`src/rtl/bp_be_fe_queue_rollback.sv`:
```
// FE->BE fetch queue with speculative read, commit and replay pointers (issue/commit/roll/clear).
// Latency: enqueue visible on v_o the next cycle; 0 cycles when BP_BE_FE_QUEUE_BYPASS_EN is defined and queue is empty.
// Backpressure: ready_o drops when uncommitted entries fill the queue; a slot frees only on deq_i.
//
// Optional feature macro: BP_BE_FE_QUEUE_BYPASS_EN (same-cycle bypass of data_i to data_o when empty).
// Entries remain resident after issue until committed so a BE miss can replay them.

module bp_be_fe_queue_rollback #(
  parameter int els_p   = 8,
  parameter int width_p = 64
) (
  input  logic               clk_i,
  input  logic               reset_i,

  input  logic [width_p-1:0] data_i,
  input  logic               v_i,
  output logic               ready_o,

  output logic [width_p-1:0] data_o,
  output logic               v_o,
  input  logic               yumi_i,

  input  logic               clr_i,
  input  logic               roll_i,
  input  logic               deq_i
);

  localparam int lg_els_lp = $clog2(els_p);
  localparam int ptr_w_lp  = lg_els_lp + 1;

  // Pointers carry one extra wrap bit so full and empty are distinguishable.
  logic [ptr_w_lp-1:0] wptr_q, wptr_d;
  logic [ptr_w_lp-1:0] rptr_q, rptr_d;
  logic [ptr_w_lp-1:0] cptr_q, cptr_d;

  // Storage is intentionally not reset; pointers alone define valid contents.
  logic [width_p-1:0] mem_q [els_p];

  logic                 full;
  logic                 empty;
  logic                 enq;
  logic [ptr_w_lp-1:0]  cptr_n;
  logic [lg_els_lp-1:0] widx;
  logic [lg_els_lp-1:0] ridx;
  logic [lg_els_lp-1:0] cidx;

  assign widx = wptr_q[lg_els_lp-1:0];
  assign ridx = rptr_q[lg_els_lp-1:0];
  assign cidx = cptr_q[lg_els_lp-1:0];

  // Full is measured against the commit pointer: issued-but-uncommitted entries still occupy space.
  assign full  = (widx == cidx) && (wptr_q[lg_els_lp] != cptr_q[lg_els_lp]);
  assign empty = (rptr_q == wptr_q);

  assign ready_o = ~full;

  // A clear drops any same-cycle write so the flushed packet can never emerge.
  assign enq = v_i & ~full & ~clr_i;

  // Issue side: v_o/data_o from the read pointer, optionally bypassing an arriving packet when empty.
`ifdef BP_BE_FE_QUEUE_BYPASS_EN
  logic bypass;
  assign bypass = empty & v_i & ~full & ~clr_i & ~roll_i;

  always_comb begin
    v_o    = ~empty | bypass;
    data_o = bypass ? data_i : mem_q[ridx];
  end
`else
  always_comb begin
    v_o    = ~empty;
    data_o = mem_q[ridx];
  end
`endif

  // Next-pointer computation: clear beats roll, roll beats normal issue; enqueue survives a roll.
  always_comb begin
    wptr_d = wptr_q;
    rptr_d = rptr_q;
    cptr_d = cptr_q;
    cptr_n = cptr_q + {{(ptr_w_lp-1){1'b0}}, deq_i};

    if (clr_i) begin
      // Everything outstanding is discarded by collapsing both read-side pointers onto wptr.
      rptr_d = wptr_q;
      cptr_d = wptr_q;
    end else begin
      wptr_d = wptr_q + {{(ptr_w_lp-1){1'b0}}, enq};
      cptr_d = cptr_n;
      if (roll_i) begin
        // Replay from the oldest uncommitted entry, including a commit happening this cycle.
        rptr_d = cptr_n;
      end else begin
        rptr_d = rptr_q + {{(ptr_w_lp-1){1'b0}}, yumi_i};
      end
    end
  end

  // Pointer registers with synchronous reset.
  always_ff @(posedge clk_i) begin
    if (reset_i) begin
      wptr_q <= '0;
      rptr_q <= '0;
      cptr_q <= '0;
    end else begin
      wptr_q <= wptr_d;
      rptr_q <= rptr_d;
      cptr_q <= cptr_d;
    end
  end

  // Packet storage write; a packet arriving during reset is discarded with everything else.
  always_ff @(posedge clk_i) begin
    if (enq && !reset_i) begin
      mem_q[widx] <= data_i;
    end
  end

`ifndef SYNTHESIS
  logic [ptr_w_lp-1:0] issued_cnt;
  logic [ptr_w_lp-1:0] resident_cnt;

  assign issued_cnt   = rptr_q - cptr_q;
  assign resident_cnt = wptr_q - cptr_q;

  // Protocol and pointer-ordering checks.
  always @(posedge clk_i) begin
    if (!reset_i) begin
      assert ((issued_cnt <= resident_cnt) && (resident_cnt <= ptr_w_lp'(els_p)))
        else $error("pointer order violated: c=%0d r=%0d w=%0d", cptr_q, rptr_q, wptr_q);
      assert (!yumi_i || v_o)
        else $error("yumi_i asserted without v_o");
      assert (!deq_i || (cptr_q != rptr_q))
        else $error("deq_i asserted with no issued entry");
      assert (!(enq && full))
        else $error("write attempted while full");
    end
  end
`endif

endmodule

```
`config.mk`:
```
export PLATFORM = sky130hd
export DESIGN_NAME = bp_be_fe_queue_rollback
export DESIGN_NICKNAME = d
export VERILOG_FILES = /design/src/rtl/bp_be_fe_queue_rollback.sv
export SDC_FILE = /design/constraint.sdc
export NUM_CORES = 1
export LEC_CHECK = 0
export BUFFER_PORTS_ARGS = -buffer_cell sky130_fd_sc_hd__buf_2
export CAP_MARGIN = 0
export CORE_UTILIZATION = 35
export CTS_CLUSTER_DIAMETER = 150
export DETAILED_ROUTE_END_ITERATION = 10
export SLEW_MARGIN = 5
export SYNTH_ARGS = -nofsm -noshare
export SYNTH_HDL_FRONTEND = slang
export SYNTH_SLANG_ARGS = --single-unit
```
`constraint.sdc`:
```
create_clock -name clk_i -period 10.25 [get_ports clk_i]
set_input_delay 2.05 -clock clk_i [delete_from_list [all_inputs] [get_ports clk_i]]
set_output_delay 2.05 -clock clk_i [all_outputs]
set_load 0.01 [all_outputs]
```
==> results of run 1 <==
## sequential cells by signal, indices dropped and copies added (netlist names)
name and cells:
cptr_q 4, mem_q 512, rptr_q 4, wptr_q 4
## layout by cell type, fill, tap and decap left out, drive strengths merged
master,synthesis,final
edfxtp,512,512
buf,31,158
mux4,128,128
clkbuf,10,72
mux2,64,64
clkinv,0,19
nor2,13,13
dfxtp,12,12
xnor2,9,9
nand2b,8,8
a21oi,6,6
ha,6,6
nand2,5,5
xor2,5,5
o21a,3,3
bufinv,0,3
diode,0,2
nor3,2,2
mux2i,2,2
nand3,2,2
nand4,1,1
nor4,1,1
or4b,1,1
or4,1,1
inv,1,1
a211o,1,1
nor2b,1,1
nor3b,1,1
nand3b,1,1
or3,1,1
a31oi,1,1
## power by group
group | leakage, nW | switching (mW) | internal, mW
clock | 0.811 | 0.769 | 1.08
sequential | 4.71 | 0.0125 | 2.36
combinational | 1.74 | 0.102 | 0.102
## per-layer routing
layer  up-vias  GRT usage [%]  part of all wire, %
met5         -              0                 0.23
met4        14           4.87                  2.3
met3        75           3.13                  4.7
met2       162           24.6                   51
met1      4715           18.0                   42
li1       3859              -                    -
## worst register-to-register path: stages, from the launching register on
cell and delay [ps]:
dfxtp_1 570, xor2_1 200, nor4_1 110, or4b_1 680
nor3_2 760, buf_4 790
## layout make-up
type	instances	area, sq um
flip-flops and latches	524	15600
clock buffers	72	1480
clock inverters	22	175
well taps	756	946
inverters	1	3.75
multi-input cells	263	4140
diodes	2	5.00
fillers	5021	33200
repair buffers	158	846
## stage by stage
stage / instances / hold WS (ps)
3_3_place_gp: 1702 / 551
6_report: 1798 / 570
3_5_place_dp: 1702 / 561
5_1_grt: 1796 / 605
2_1_floorplan: 829 / 513
4_1_cts: 1796 / 575
## synth_stat cells (2+ instances only)
cell type  count  area share [%]
buf_2          4            0.10
o21a_1         3            0.11
nor2_1        13            0.24
mux4_2       128              14
nand2_1        5           0.094
nor3_1         2           0.050
xor2_1         5            0.22
buf_6         11            0.62
ha_1           6            0.38
xnor2_1        9            0.39
dfxtp_1       12             1.2
nand3_1        2           0.050
buf_4          4            0.15
a21oi_1        6            0.15
mux2_2        64             3.6
clkbuf_1      10            0.19
buf_1         12            0.23
mux2i_1        2            0.10
edfxtp_1     512              77
nand2b_1       8            0.25
## final timing paths
check                          from                endpoint  cells past startpoint
max            rptr_q[0]$_SDFF_PP0_              data_o[48]                      5
min          wptr_q[3]$_SDFFE_PP0N_    cptr_q[3]$_SDFF_PP0_                      2
max reg2reg  wptr_q[1]$_SDFFE_PP0N_  mem_q[1][33]$_DFFE_PP_                      5
min reg2reg  wptr_q[3]$_SDFFE_PP0N_    cptr_q[3]$_SDFF_PP0_                      2
## logic make-up after synthesis
kind of cell,count (synthesis),share of synthesized area [%]
buffers and inverters,42,1.30
and+or+nand+nor,38,0.978
DFF,524,78.2
muxes,194,18.2
adders and majority gates,6,0.376
AOI/OAI and AO/OA,11,0.339
xor gates and xnor gates,14,0.614
==> flow_summary.toml, run 1 <==
[grt]
antenna_found_initial = 9
globalRouteTotalUtil_pct = 14.3
grt_overflow_total = 0
first_global_vias = 9592
grt_max_degree = 69
grt_pass1_wl_um = 60500

[place]
gpl.final_weighted_congestion = 0.699
preCtsSetupSlack_ps = 4840
numPortBuffers = 136
placement.cell_area_sq_mm = 0.0216
dp.final_hpwl_um = 22000

[sta]
clock.fmax_ghz = 0.170
grt_setup_unrepaired = "no"
worstMarginPinSlew_ps = 1120
setup_viol = 0
final.setup_skew_ps = 15.0
worst_slew_margin_rel_pct = 25.6
setup_tns_ps = 0
drv_slew = 0
min_period_ps = 5890
setup_slack_after_layout_ps = 4360
period_share_pct = 57.4
report.final.hold_viol_count = 0

[cts]
clock_tree.buffer_depth = 3
clockRootBuffer = "clkbuf_16"
tritoncts_clock_tree = "built"
post_cts_buffers = 0
path_clk_slew_ps = 60
cts_resized = 0
tritoncts_buffers = 55
clock_insertion_delay_worst_skew_ps = 600
cts.hold.buffers_added = 0
cts.htree.levels = 2
clock_sink_count = 524

[power_and_ir_drop]
total_power_mw = 4.43
vdd.ir_drop.worst_mv = 0.124
p_leak_nw = 7.27
power.density_mw_per_mm2 = 191

[run]
max_cap_violations = 0

[finish]
final_util_pct = 41.2
layout-drive-gt1-share_pct = 41.3
syn2layout_area_growth_pct = 16.4
fin_nets = 1080
final_cell_area_sq_mm = 0.0232

[worst_setup_path]
worst_ep_arrival_time_ps = 3840
critical_path_buf_inv_count = 3
startpoint_type = "register"
slowest_stage = "dfxtp_4"
setup.worst_path.class = "reg2out"
critical_path_required_ps = 8200
timing.reg2reg.setup_slack_ps = 6730
crit_family = "buffers and inverters"
crit_path_max_incr_delay_ps = 780
worst-path-max-fanout = 35
crit_path_cell_trace = "buf_4, buf_4, mux4_2, mux2_2, buf_2"
critical_path.most_common_cell = "buf_4"
cp-end-kind = "primary output"

[logic_synthesis]
synthCells = 829
synth_area_per_cell_sq_um = 24.1
ys.flop_type = "edfxtp_1"
synth_seq_area_share_pct = 78.2
postSynthNetCount = 906
synth-seq-cells = 524
post_synth_edffs = 512
asyncSetResetFlopFracSynth_pct = 0
yosysWarningCount = 0
synth_cell_types = 31
syn_area_sq_mm = 0.0200

[hold_path]
holdCritPathClass = "reg2reg"

[die]
fp.dieH_um = 241
floorplan.rows = 87
floorplan.io_pins = 137
core_footprint_sq_mm = 0.0564
start_util_pct = 35.4
fp.dieArea_sq_mm = 0.0580
die-width_um = 241

[route]
detailedRoute.firstIterationViolations = 514
drtPass1Iterations = 4
detail_route.drc_violations = 0
totalWireLength_um = 40400
routed-via-count = 8825
vias_per_cell = 4.91
route.antenna.remaining_nets = 0
detail_route.wl_per_cell_um = 22.5

[run_status]
outcome = "finished clean"
(Power assumes the default switching activity.)
==> inputs of run 2 (changes only) <==
==> constraint.sdc (replaced) <==
create_clock -name clk_i -period 5.15 [get_ports clk_i]
set_input_delay 1.03 -clock clk_i [delete_from_list [all_inputs] [get_ports clk_i]]
set_output_delay 1.03 -clock clk_i [all_outputs]
set_load 0.01 [all_outputs]
==> flow_summary.toml, run 2 (synthesized netlist as in run 1, its figures left out) <==
[run_status]
outcome = "finished clean"

[route]
detail_route.drc_violations = 0
vias_per_cell = 4.88
drtPass1Iterations = 6
route.antenna.remaining_nets = 0
routed-via-count = 8715
detailedRoute.firstIterationViolations = 516
totalWireLength_um = 39700
detail_route.wl_per_cell_um = 22.2

[cts]
clockRootBuffer = "clkbuf_16"
cts_resized = 0
cts.htree.levels = 2
clock_insertion_delay_worst_skew_ps = 570
post_cts_buffers = 0
tritoncts_buffers = 50
clock_tree.buffer_depth = 3
tritoncts_clock_tree = "built"
clock_sink_count = 524
path_clk_slew_ps = 60
cts.hold.buffers_added = 0

[sta]
worstMarginPinSlew_ps = 876
final.setup_skew_ps = 11.2
period_share_pct = 76.5
setup_tns_ps = 0
report.final.hold_viol_count = 0
min_period_ps = 3940
setup_slack_after_layout_ps = 1210
clock.fmax_ghz = 0.254
worst_slew_margin_rel_pct = 41.6
grt_setup_unrepaired = "no"
drv_slew = 0
setup_viol = 0

[grt]
globalRouteTotalUtil_pct = 13.9
first_global_vias = 9458
antenna_found_initial = 10
grt_most_used_layer = "met2"
grt_pass1_wl_um = 59400
grtUsageMet3_pct = 3.35
groute.layer.met2.usage_pct = 23.3
grt_max_degree = 65
grt_overflow_total = 0
met1_usage_pct = 17.7

[hold_path]
holdCritPathClass = "reg2reg"

[die]
fp.dieH_um = 241
start_util_pct = 35.4
floorplan.rows = 87
core_footprint_sq_mm = 0.0564
fp.dieArea_sq_mm = 0.0580
floorplan.io_pins = 137
die-width_um = 241

[power_and_ir_drop]
power.density_mw_per_mm2 = 372
p_leak_nw = 7.21
vdd.ir_drop.worst_mv = 0.244
total_power_mw = 8.65

[place]
dp.final_hpwl_um = 23100
gpl.final_weighted_congestion = 0.702
preCtsSetupSlack_ps = 1500
placement.cell_area_sq_mm = 0.0217
numPortBuffers = 136
place.detailed.instances = 1697

[finish]
layout-drive-gt1-share_pct = 40.9
fin_nets = 1070
fillerInstances = 4988
finalNonFillerCells = 1787
max_flop_register = "mem_q"
final_cell_mix = "512 x edfxtp_1, 136 x buf_2, 128 x mux4_2"
final_cell_area_sq_mm = 0.0232
layout_commonest_cell = "edfxtp_1"
largest_register_ff_count = 512
syn2layout_area_growth_pct = 16.4

[worst_setup_path]
startpoint_type = "register"
crit_path_cell_trace = "buf_12, mux4_2, mux2_2, buf_2"
worst_ep_arrival_time_ps = 2910
critical_path_required_ps = 4120
crit_path_max_incr_delay_ps = 910
critical_path_buf_inv_count = 2
cp-end-kind = "primary output"
slowest_stage = "dfxtp_4"
worst-path-max-fanout = 38
setup.worst_path.class = "reg2out"
crit_family = "flip-flops"

[run]
max_cap_violations = 0
==> run 2: path summary, 6_finish.rpt <==
kind | start | end | slack (ps) | cells after the start
worst min register to register | wptr_q[3]$_SDFFE_PP0N_ | cptr_q[3]$_SDFF_PP0_ | 560 | 2
worst max register to register | wptr_q[2]$_SDFFE_PP0N_ | mem_q[3][28]$_DFFE_PP_ | 2080 | 5
worst max-delay path | rptr_q[0]$_SDFF_PP0_ | data_o[25] | 1210 | 4
worst min-delay path | wptr_q[3]$_SDFFE_PP0N_ | cptr_q[3]$_SDFF_PP0_ | 560 | 2
==> run 2: power breakdown <==
part	internal, mW	switching (mW)	total [mW]
Sequential	4.70	0.0300	4.73
Combinational	0.209	0.212	0.420
Clock	2.02	1.48	3.50
==> run 2: final cells by class <==
| class | instances | area (sq um) | area share (%) |
|---|---|---|---|
| timing repair buffer | 153 | 946 | 4.07 |
| clock buffer | 68 | 1380 | 5.95 |
| multi-input combinational | 263 | 4150 | 17.9 |
| inverter | 1 | 3.75 | 0.0162 |
| antenna | 2 | 5.00 | 0.0215 |
| sequential | 524 | 15600 | 67.3 |
| clock inverter | 20 | 168 | 0.722 |
| tap | 756 | 946 | 4.07 |
==> run 2: worst reg2reg max path, delay by kind of cell, from the launching register on <==
family        cells  cell delay, ps
xor+xnor          1             200
buf+inv           1             500
flops             1             640
simple gates      3            1380
==> run 2: per-layer routing <==
layer | vias to the layer above | wire length [um]
met2 | 157 | 19700
met5 | - | 92
li1 | 3839 | -
met1 | 4633 | 17000
met3 | 72 | 1970
met4 | 14 | 885
==> run 2: metrics by stage <==
| step | hold WS (ps) | util [%] |
|---|---|---|
| finish | 562 | 41.2 |
| global route | 608 | 41.2 |
| floorplan | 513 | - |
| global placement | 551 | 38.4 |
| detailed placement | 559 | 38.4 |
| CTS | 567 | 41.2 |
==> inputs of run 3 (changes only) <==
==> constraint.sdc (replaced) <==
create_clock -name clk_i -period 4.04 [get_ports clk_i]
set_input_delay 0.808 -clock clk_i [delete_from_list [all_inputs] [get_ports clk_i]]
set_output_delay 0.808 -clock clk_i [all_outputs]
set_load 0.01 [all_outputs]
==> flow_summary.toml, run 3 (synthesized netlist as in run 1, its figures left out) <==
[run_status]
outcome = "finished clean"

[grt]
grt_max_degree = 65
grt_pass1_wl_um = 59500
grt_overflow_total = 0
antenna_found_initial = 5
first_global_vias = 9622
globalRouteTotalUtil_pct = 13.9

[worst_setup_path]
timing.reg2reg.worst_path_depth = 5
slowest_stage = "dfxtp_4"
critical_path_buf_inv_count = 2
crit_path_max_incr_delay_ps = 670
worst_ep_arrival_time_ps = 2710
crit_path_cell_trace = "buf_12, mux4_2, mux2_2, buf_2"
startpoint_type = "register"
path_depth = 4
crit_family = "multiplexers"
worst-path-max-fanout = 38
critical_path_required_ps = 3230
cp-end-kind = "primary output"
setup.worst_path.class = "reg2out"

[sta]
report.final.hold_viol_count = 0
setup_viol = 0
period_share_pct = 87.1
setup_slack_after_layout_ps = 523
min_period_ps = 3520
drv_slew = 0
clock.fmax_ghz = 0.284
worstMarginPinSlew_ps = 696
setup_tns_ps = 0
worst_slew_margin_rel_pct = 53.2
grt_setup_unrepaired = "no"
final.setup_skew_ps = 20.9

[cts]
path_clk_slew_ps = 60
post_cts_buffers = 0
clockRootBuffer = "clkbuf_16"
tritoncts_buffers = 54
clock_insertion_delay_worst_skew_ps = 590
clock_sink_count = 524
cts.htree.levels = 2
tritoncts_clock_tree = "built"
clock_tree.buffer_depth = 3
cts_resized = 0
cts.hold.buffers_added = 0

[die]
die-width_um = 241
core_footprint_sq_mm = 0.0564
start_util_pct = 35.4
floorplan.io_pins = 137
fp.dieH_um = 241
fp.dieArea_sq_mm = 0.0580
floorplan.rows = 87

[route]
drtPass1Iterations = 4
routed-via-count = 8834
detail_route.wl_per_cell_um = 22.0
totalWireLength_um = 39700
detail_route.drc_violations = 0
route.antenna.remaining_nets = 0
detailedRoute.firstIterationViolations = 488
vias_per_cell = 4.90

[power_and_ir_drop]
power.share.sequential_pct = 53.0
share_clk_of_total_power_pct = 42.1
total_power_mw = 11.3
p_leak_nw = 7.36
intPower_mw = 9.08
switching_power_mw = 2.27
power.density_mw_per_mm2 = 482
fraction_of_power_consumed_by_combinational_cells_pct = 4.8
switching_share_pct = 20.0
vdd.ir_drop.worst_mv = 0.306

[finish]
largest_register_ff_count = 512
fin_nets = 1086
antenna_cells_inserted = 0
layout-drive-gt1-share_pct = 42.3
layout_commonest_cell = "edfxtp_1"
finalNonFillerCells = 1804
final_cell_mix = "512 x edfxtp_1, 136 x buf_2, 128 x mux4_2"
seq_area_sq_mm = 0.0156
final_cell_area_sq_mm = 0.0235
multiInputGateArea_sq_mm = 0.00415
fillerInstances = 4939
syn2layout_area_growth_pct = 17.9
max_flop_register = "mem_q"

[run]
max_cap_violations = 0

[place]
dp.final_hpwl_um = 22000
preCtsSetupSlack_ps = 845
placement.cell_area_sq_mm = 0.0218
numPortBuffers = 136
gpl.final_weighted_congestion = 0.682
place.detailed.instances = 1709

[hold_path]
holdCritPathClass = "in2reg"
worstHoldPathCells = 1
[run 3: changes by cell type in the layout (fill, tap and decap cells not counted)]
| cell | before | now |
|---|---|---|
| buf_4 | 6 | 13 |
| buf_12 | 11 | 16 |
| clkbuf_16 | 53 | 57 |
| bufinv_16 | 3 | 4 |
| clkbuf_1 | 15 | 14 |
| diode_2 | 2 | 0 |
| clkinvlp_4 | 1 | 2 |
| clkinv_1 | 8 | 6 |
| clkinv_2 | 8 | 12 |
[run 3: metal layers]
metal,share of wire [%],up-vias,track usage (%)
li1,-,3888,-
met1,43,4708,17.9
met2,51,160,23.7
met3,4.3,68,2.84
met4,2.0,10,4.56
met5,0.14,-,0
[run 3: final timing paths]
check	slack, ps	endpoint	from
hold / removal	490	mem_q[6][10]$_DFFE_PP_	data_i[10]
setup reg to reg	1250	mem_q[0][44]$_DFFE_PP_	wptr_q[2]$_SDFFE_PP0N_
hold reg to reg	580	cptr_q[3]$_SDFF_PP0_	wptr_q[3]$_SDFFE_PP0N_
setup / recovery	520	data_o[63]	rptr_q[0]$_SDFF_PP0_
[run 3: area by class of cell]
type | count | area share (%)
clock inverters | 24 | 0.926
inverters | 1 | 0.0160
repair buffers | 165 | 4.67
flip-flops and latches | 524 | 66.4
clock buffers | 71 | 6.29
multi-input cells | 263 | 17.6
well taps | 756 | 4.02
[run 3: stage by stage]
| stage | util [%] | hold WS (ps) |
|---|---|---|
| after floorplan | - | 513 |
| final | 41.7 | 492 |
| after CTS | 41.7 | 445 |
| after detailed placement | 38.7 | 577 |
| after global routing | 41.7 | 480 |
| after global placement | 38.7 | 567 |
[run 3: power by group through the flow]
stage / Sequential, mW / Combinational, mW / Clock (mW)
finish: 6.02 / 0.548 / 4.78
global placement: 6.13 / 0.554 / 0
CTS: 6.02 / 0.565 / 4.91
detailed placement: 6.13 / 0.564 / 0
floorplan: 6.12 / 0.348 / 0
global route: 6.02 / 0.602 / 5.09
